$ cat src/rtl/led_pattern_gen.sv
// LED pattern generator: prescaled stepping of static, bounce, binary-count and
// blink patterns, with registered LED outputs and a per-step strobe.
module led_pattern_gen #(
   parameter int         N_LEDS       = 8,
   parameter int         DIV_W        = 24,
   parameter int         DEFAULT_DIV  = 12500000,
   parameter logic [1:0] DEFAULT_MODE = 2'd1
) (
   input  logic              clk,
   input  logic              rst_n,
   input  logic              en,
   input  logic              load,
   input  logic [1:0]        mode,
   input  logic [DIV_W-1:0]  div,
   input  logic [N_LEDS-1:0] static_val,
   output logic [N_LEDS-1:0] y,
   output logic              step_stb
);

   localparam int                POS_W      = (N_LEDS > 1) ? $clog2(N_LEDS) : 1;
   localparam logic [POS_W-1:0]  POS_LAST   = POS_W'(N_LEDS - 1);
   localparam logic [POS_W-1:0]  POS_PENULT = POS_W'((N_LEDS > 1) ? (N_LEDS - 2) : 0);
   localparam logic [N_LEDS-1:0] LED0       = N_LEDS'(1);

   typedef enum logic [1:0] {
      MODE_STATIC = 2'd0,
      MODE_BOUNCE = 2'd1,
      MODE_COUNT  = 2'd2,
      MODE_BLINK  = 2'd3
   } mode_e;

   mode_e             mode_r;
   logic [DIV_W-1:0]  div_r;
   logic [DIV_W-1:0]  presc_r;
   logic [POS_W-1:0]  pos_r;
   logic              dir_down_r;
   logic [N_LEDS-1:0] cnt_r;
   logic              phase_r;
   logic [N_LEDS-1:0] y_r;
   logic              step_stb_r;

   logic              tick_s;
   logic [POS_W-1:0]  next_pos_s;
   logic              next_dir_down_s;
   logic [N_LEDS-1:0] y_next_s;

   assign tick_s   = (presc_r == div_r);
   assign y        = y_r;
   assign step_stb = step_stb_r;

   // Bounce successor: reverse at either end instead of stepping past it.
   always_comb begin
      next_pos_s      = pos_r;
      next_dir_down_s = dir_down_r;
      if (N_LEDS == 1) begin
         next_pos_s      = '0;
         next_dir_down_s = 1'b0;
      end else if (!dir_down_r) begin
         if (pos_r == POS_LAST) begin
            next_pos_s      = POS_PENULT;
            next_dir_down_s = 1'b1;
         end else begin
            next_pos_s      = pos_r + POS_W'(1);
            next_dir_down_s = 1'b0;
         end
      end else begin
         if (pos_r == '0) begin
            next_pos_s      = POS_W'(1);
            next_dir_down_s = 1'b0;
         end else begin
            next_pos_s      = pos_r - POS_W'(1);
            next_dir_down_s = 1'b1;
         end
      end
   end

   // LED image of the current pattern state, registered into y_r below.
   always_comb begin
      y_next_s = '0;
      case (mode_r)
         MODE_STATIC: y_next_s = static_val;
         MODE_BOUNCE: y_next_s = LED0 << pos_r;
         MODE_COUNT:  y_next_s = cnt_r;
         MODE_BLINK:  y_next_s = phase_r ? {N_LEDS{1'b1}} : {N_LEDS{1'b0}};
         default:     y_next_s = '0;
      endcase
   end

   // Configuration, prescaler, pattern state and registered outputs.
   always_ff @(posedge clk or negedge rst_n) begin
      if (!rst_n) begin
         mode_r     <= mode_e'(DEFAULT_MODE);
         div_r      <= DIV_W'(DEFAULT_DIV);
         presc_r    <= '0;
         pos_r      <= '0;
         dir_down_r <= 1'b0;
         cnt_r      <= '0;
         phase_r    <= 1'b1;
         y_r        <= '0;
         step_stb_r <= 1'b0;
      end else begin
         // A load wins over a coincident tick so the restarted pattern never skips its first state.
         if (load) begin
            mode_r     <= mode_e'(mode);
            div_r      <= div;
            presc_r    <= '0;
            pos_r      <= '0;
            dir_down_r <= 1'b0;
            cnt_r      <= '0;
            phase_r    <= 1'b1;
            step_stb_r <= 1'b0;
         end else if (en) begin
            if (tick_s) begin
               presc_r    <= '0;
               step_stb_r <= 1'b1;
               case (mode_r)
                  MODE_STATIC: begin
                  end
                  MODE_BOUNCE: begin
                     pos_r      <= next_pos_s;
                     dir_down_r <= next_dir_down_s;
                  end
                  MODE_COUNT:  cnt_r   <= cnt_r + N_LEDS'(1);
                  MODE_BLINK:  phase_r <= ~phase_r;
                  default: begin
                  end
               endcase
            end else begin
               presc_r    <= presc_r + DIV_W'(1);
               step_stb_r <= 1'b0;
            end
         end else begin
            step_stb_r <= 1'b0;
         end
         y_r <= y_next_s;
      end
   end

endmodule

$ cat config.mk
export PLATFORM = sky130hd
export DESIGN_NAME = led_pattern_gen
export DESIGN_NICKNAME = d
export VERILOG_FILES = /design/src/rtl/led_pattern_gen.sv
export SDC_FILE = /design/constraint.sdc
export NUM_CORES = 1
export LEC_CHECK = 0
export CAP_MARGIN = 25
export CORE_MARGIN = 5
export CORE_UTILIZATION = 42
export DETAILED_ROUTE_END_ITERATION = 8
export GPL_TIMING_DRIVEN = 0
export PLACE_DENSITY = 0.75
export SYNTH_ARGS = -nofsm -noshare
export SYNTH_HDL_FRONTEND = slang
export SYNTH_SLANG_ARGS = --single-unit
$ cat constraint.sdc
create_clock -name clk -period 2.6 [get_ports clk]
set_clock_uncertainty 0.1 [all_clocks]
set_input_delay 0.78 -clock clk [delete_from_list [all_inputs] [get_ports clk]]
set_output_delay 0.78 -clock clk [all_outputs]
set_load 0.02 [all_outputs]
# Yosys cells after proc, flatten, opt, wreduce, memory -nomap -nowiden
# Index checks and enable logic that the tools add are counted.
# classes
div	0
mux	30
reduce_logical	10
order_cmp	0
mul	0
add_sub_neg	4
n_eq_ne	5
n_shift	1
bitwise_logic	1
# op_table
cell	n
two-way mux 24 bit	3
two-way mux 8 bit	5
one-hot mux 8 bit (4 select lines)	1
adder 24 x 1 -> 24 bit (second input constant)	1
== test 24 bit	1
two-way mux 3 bit	7
two-way mux 1 bit	14
nonzero test 2 bit	5
AND reduction 3 bit	3
adder 8 x 1 -> 8 bit (second input constant)	1
<< shifter 1 x 3 -> 8 bit (first input constant)	1
== test 2 bit (second input constant)	2
adder 3 x 1 -> 3 bit (second input constant)	1
== test 3 bit (second input constant)	1
zero test 3 bit	1
subtractor 3 x 1 -> 3 bit (second input constant)	1
== test 2 x 1 -> 1 bit (second input constant)	1
zero test 2 bit	1
NOT 1 bit	1
# word_totals
register_bits	72
elab_cells	60
ram_bits	0
input_bits	38
latchBits	0
mem_bits_ro	0
out_inout_bits	9
memories	0

# Depth between registers and ports, before layout
# Gate-level depths: netlist (run 1).
# depth
word_depth	7
mapped_depth	7
mapped_depth_nobuf	6

# Least setup slack after synthesis (run 1)
# Ideal clock, no wire load.
# synth_timing
kind	input to register
from	in en
to	reg presc_r[19]
path_buffers	1
setup_ns	0.121
stages	6
required_time_ns	2.379
arrival_ns	1.999
setup_slack_ns	0.380
path_cell_list	clkbuf_1 o2111ai_1 nor4_2 nand4_1 xnor2_1 nor2_1
# synth_via
elab_chain_cells	1
# synth_lines
element	line	source
from (decl)	11	input logic en,
nonzero test 2 bit (no line)	-	
to (signal assigned)	129	presc_r <= presc_r + DIV_W'(1);
to (decl)	34	logic [DIV_W-1:0] presc_r;
# Every way passes these cells.
# A chain may end at the register's enable or synchronous reset.

# Final worst setup path (run 1)
# layout_timing
from	in load
to	reg div_r[6]
# layout_rtl
element	line	source
from (decl)	12	input logic load,
to (signal assigned)	93	div_r <= DIV_W'(DEFAULT_DIV);
to (signal assigned)	105	div_r <= div;
to (decl)	33	logic [DIV_W-1:0] div_r;
# No word-level cell between the ends.

==> impl_metrics.tcl, run 1 <==
set metrics [dict create \
    cts_buffers 9 \
    peakVddDrop_mv 0.387 \
    avgSynthCellArea_sq_um 10.6 \
    ys_seq_area_share_pct 47.4 \
    required_ns 2.73 \
    finalHoldViolCount 0 \
    io_pins 47 \
    via_per_inst 5.53 \
    hold_buffers 0 \
    worstPathCellList "clkdlybuf4s50_1 > clkbuf_1 > buf_1 > mux2_2" \
    cp.arrival_ns 2.65 \
    dp_hpwl_mm 6.25 \
    critPathCaptureType "register" \
    p_leak_nw 1.93 \
    synth_fp_nets 407 \
    synth_top_area_cell "dfrtp_1" \
    fmax_mhz 397 \
    clk_path_buf_depth 2 \
    grt_usage_pct 16.4 \
    slew_violations 0 \
    ctsResizeCount 0 \
    placement.io_buffers 45 \
    synth_compound_area_share_pct 8.86 \
    syn_area_sq_um 3840 \
    synthMuxAreaShare_pct 10.9 \
    hold_class "reg -> reg" \
    grt_setup_unrepaired "true" \
    synthSimpleGateAreaFrac_pct 17.0 \
    synth_xor_area_share_pct 10.0 \
    setup_ws_ns 0.0804 \
    fin_crit_ns 2.52 \
    post-route-period-util_pct 96.9 \
    gp_congestion 0.819 \
    syn_to_final_growth_pct 21.5 \
    drt_iter0_drc 182 \
    clk_latency_ns 0.35 \
    synth_top_area_share_pct 37.8 \
    routedWlPerCell_um 16.4 \
    dieWidth_um 106 \
    synthAdderAreaFrac_pct 2.28 \
    initial_core_util_pct 43.6 \
    grt_pass1_wl_mm 14.8 \
    cap_violations 0 \
    synth_cell_type_count 45 \
    cp_slowest_cell "clkdlybuf4s50_1" \
    clock-sinks 72 \
    cts_tree "done" \
    clk_pin_slew_ns 0.07 \
    synth_top_cells_by_area "dfrtp_1 38%, dfstp_2 9.6%, xor2_1 8.4%" \
    maxSlewHeadroom_pct 40.5 \
    drc_errors 0 \
    dieHeight_um 106 \
    dieArea_sq_um 11200 \
    synth_edf_count 0 \
    yosysWarnings 0 \
    post-cts-setup-buffers 0 \
    worstMarginPinSlew_ns 0.893 \
    core_sq_um 8810 \
    grt_start_max_net_pins 73 \
    tns_ns 0 \
    synth_top_family_by_area "simple AND/OR/NAND/NOR gates" \
    worstSetupPathType "in -> reg" \
    htree_levels 3 \
    cp-start-kind "input pin" \
    wirelength_mm 8.70 \
    place_ws_ns -0.278 \
    diodes 0 \
    slowest_delay_ns 0.56 \
    async_flop_share_pct 100 \
    rows 34 \
    vias 2938 \
    antenna_found_initial 0 \
    setup_violations 0 \
    cts_root_buf "clkbuf_8" \
    grt-ovfl-total 0 \
    synth_seq_cells 72 \
    dr.pass1.iters 4 \
    status "complete, no violations" \
    p_per_area_nw_per_um2 543 \
    grt_pass1_vias 3114 \
    crit_fanout 10 \
    synth_flop_cell "dfrtp_1" \
    final_antenna_net_count 0 \
    nets 463 \
    drive_above_1_share_pct 18.7 \
    syn_inst 362 \
]
## Yosys cell counts, drive strengths merged (9+ instances only)
master	count
dfrtp	58
xor2	37
nor2	33
mux2	27
nand2	27
clkbuf	15
dfstp	14
inv	13
nand3	12
nor4	12
a21oi	9
nand4	9
## metrics by stage
stage	hold WS, ns	cells	util (%)	power [mW]	instance area, sq um
floorplan	0.384	362	-	1.42	3840
global placement	0.413	515	50.3	1.57	4430
detailed placement	0.421	515	50.2	1.58	4420
CTS	0.438	531	52.7	2.56	4640
global route	0.461	531	53.0	2.63	4670
finish	0.436	531	53.0	2.53	4670
## per-layer routing
metal,up-vias,GRT usage [%],part of all wire (%)
li1,1392,-,-
met1,1454,20.9,45
met2,75,27.2,49
met3,17,3.55,4.1
met4,0,6.75,1.8
met5,-,0,0
## where the power goes
group          internal, mW  switching [mW]  leakage, nW
combinational         0.164           0.163        0.904
sequential             1.20          0.0358        0.914
clock                 0.547           0.427        0.107
total                  1.91           0.626         1.93
## cell type report
cell class | count | area [sq um]
timing repair buffer | 45 | 448
fill | 758 | 4140
sequential | 72 | 1820
clock buffer | 10 | 128
multi-input combinational | 257 | 1900
buffer | 20 | 88.8
tap | 108 | 135
inverter | 13 | 48.8
clock inverter | 6 | 93.8
## cells by family after synthesis
kind of cell	Yosys count
XOR/XNOR	44
adder cells (fa/ha/maj)	7
AND/OR/NAND/NOR	121
AO/OA/AOI/OAI	49
multiplexers	36
flip-flops	72
buffers and inverters	33
## cell usage in the layout (no fill, tap or decap), types with 3 or more instances in the layout
cell,count
o31ai_1,3
nand2_1,27
buf_2,4
nor2b_1,5
nand4_1,8
nor4_2,5
xnor2_1,7
dfrtp_1,58
o21ai_0,7
clkbuf_1,14
clkdlybuf4s50_1,44
and4_1,3
o311ai_1,6
ha_1,7
mux2_2,25
clkbuf_8,9
xor2_1,37
o22ai_1,4
or2_2,7
nor2_1,33
a21oi_1,9
mux2i_1,7
nor4_1,6
and2_1,4
dfstp_2,14
inv_1,13
nor3_1,4
nand3_1,11
o41ai_1,6
## worst paths after layout
kind / from / endpoint / slack (ns) / depth (start not counted)
hold / removal: div_r[1] / div_r[1] / 0.44 / 1
setup reg to reg: presc_r[22] / cnt_r[7] / 0.16 / 6
min in group asynchronous: rst_n / mode_r[1] / 0.46 / 1
setup / recovery: load / div_r[6] / 0.08 / 4
max in group asynchronous: rst_n / presc_r[3] / 1.37 / 1
hold reg to reg: div_r[1] / div_r[1] / 0.44 / 1
## worst max-delay path, delay by kind of cell
kind | cells | cell delay (ns)
buffers and inverters | 3 | 1.46
muxes | 1 | 0.40
## registers in the layout (all words and copies together), names as in the netlist
name	flops
mode_r	2
step_stb	1
cnt_r	8
presc_r	24
div_r	24
y	8
phase_r	1
dir_down_r	1
pos_r	3
Power figures use the tool's default switching activity.
==> run 2, diff against run 1 <==
CORE_MARGIN = unset   (was 5)
HOLD_SLACK_MARGIN = 0.1   (was unset)
TNS_END_PERCENT = 30   (was unset)
==> run 2 against run 1 <==
The flow now finishes with violations (design-rule violations). Combinational power fell by 1%. Sequential share of layout area rose by 0.084 points. Non-clock buffer count did not move. Global-route usage rose by 2.7 points. Die area fell by 15%. Total power rose by 0.23%. Wire length fell by 4.1%. Flip-flop and latch count did not move. Critical path depth rose by 1. Largest power group unchanged.
==> impl_metrics.tcl, run 2 (synthesis results as in run 1) <==
set metrics [dict create \
    peakVddDrop_mv 0.363 \
    status "finished with violations" \
    dr.pass1.iters 7 \
    finalHoldViolCount 0 \
    grt-ovfl-total 0 \
    p_per_area_nw_per_um2 545 \
    drc_errors 12 \
    grt_pass1_vias 2910 \
    worst-r2r-setup-slack_ns 0.18 \
    cts_tree "done" \
    setup_ws_ns 0.122 \
    r2r_cells 6 \
    cap_violations 0 \
    via_per_inst 5.59 \
    final_common_cell "dfrtp_1" \
    timing.hold.ws_ns 0.429 \
    worstMarginPinSlew_ns 0.897 \
    fmax_mhz 404 \
    cp.arrival_ns 2.61 \
    io_pins 47 \
    maxSlewHeadroom_pct 40.2 \
    fin_crit_ns 2.48 \
    rows 34 \
    final_antenna_net_count 0 \
    gp_congestion 0.820 \
    syn_to_final_growth_pct 21.2 \
    place_ws_ns -0.333 \
    required_ns 2.73 \
    drive_above_1_share_pct 18.2 \
    post-route-period-util_pct 95.3 \
    drt_iter0_drc 208 \
    dieWidth_um 97.6 \
    nets 463 \
    clk_pin_slew_ns 0.07 \
    cts_root_buf "clkbuf_8" \
    setup_violations 0 \
    initial_core_util_pct 43.6 \
    routedWlPerCell_um 15.7 \
    diodes 0 \
    final_cell_mix "58 x dfrtp_1, 44 x clkdlybuf4s50_1, 37 x xor2_1, 33 x nor2_1, 27 x nand2_1" \
    dieHeight_um 97.6 \
    htree_levels 3 \
    worstSetupPathType "in -> reg" \
    cts_buffers 9 \
    seq_area_sq_um 1820 \
    clk_latency_ns 0.35 \
    finalCoreUtilization_pct 52.9 \
    grt_start_max_net_pins 73 \
    grt_pass1_wl_mm 14.2 \
    r2r_end "cnt_r[2]" \
    antenna_found_initial 0 \
    dieArea_sq_um 9530 \
    grt_setup_unrepaired "true" \
    cp-start-kind "input pin" \
    fillers 773 \
    crit_fanout 10 \
    multi_input_area_sq_um 1890 \
    wirelength_mm 8.34 \
    placement.io_buffers 45 \
    failed_checks "design-rule violations" \
    core_sq_um 8810 \
    hold_class "in -> async" \
    tns_ns 0 \
    grt_usage_pct 19.1 \
    dp_hpwl_mm 5.94 \
    post-cts-setup-buffers 0 \
    clk_path_buf_depth 2 \
    clock-sinks 72 \
    r2r_start "presc_r[11]" \
    slew_violations 0 \
    vias 2966 \
    p_leak_nw 1.93 \
    top_regs "div_r (24), presc_r (24)" \
    critPathCaptureType "register" \
]
==> run 2: cell types whose count changed in the layout (fill, tap and decap cells not counted), sizes merged <==
| cell | before | now |
|---|---|---|
| buf | 7 | 6 |
| clkbuf | 24 | 26 |
| inv | 14 | 13 |
==> run 2: layout make-up <==
cell class              instances  area share (%)
multi-input cells             257            40.7
flip-flops and latches         72            39.1
repair buffers                 45            9.62
clock buffers                  11            3.04
well taps                     108            2.90
plain buffers                  20            1.91
clock inverters                 5            1.75
inverters                      13            1.05
==> run 2: power by group <==
part,switching [mW],total (mW),internal (mW)
Clock,0.417,0.983,0.567
Sequential,0.0368,1.23,1.20
Combinational,0.159,0.323,0.164
==> run 2: worst max-delay path by stage <==
stage	cells after the start	from	slack, ns	endpoint
after floorplan	6	en	0.38	presc_r[19]
after global placement	1	rst_n	-1.73	div_r[8]
after detailed placement	6	load	-0.33	presc_r[8]
after CTS	6	load	0.06	presc_r[8]
after global routing	5	load	-0.05	pos_r[2]
final	5	load	0.12	pos_r[2]
==> run 2: routing by layer <==
layer	track usage [%]	share of wire, %
met3	4.60	4.1
met4	7.81	2.1
met1	23.7	43
met2	32.0	50
met5	0	0
==> run 2: stage by stage <==
stage | cells | total power, mW | area, sq um
floorplan | 362 | 1.42 | 3840
global placement | 515 | 1.57 | 4430
detailed placement | 515 | 1.58 | 4420
CTS | 531 | 2.57 | 4650
global route | 531 | 2.65 | 4660
finish | 531 | 2.54 | 4660
==> run 2: critical path, stage by stage <==
cell             delay (ns)
clkdlybuf4s50_1        0.56
clkbuf_1               0.36
clkbuf_1               0.49
nor2_1                 0.10
mux2_1                 0.31
==> run 2: timing repair <==
item / in CTS / in global routing
setup endpoints to repair: 0 / 10
resized for setup: 0 / 3
hold buffers: 0 / 0
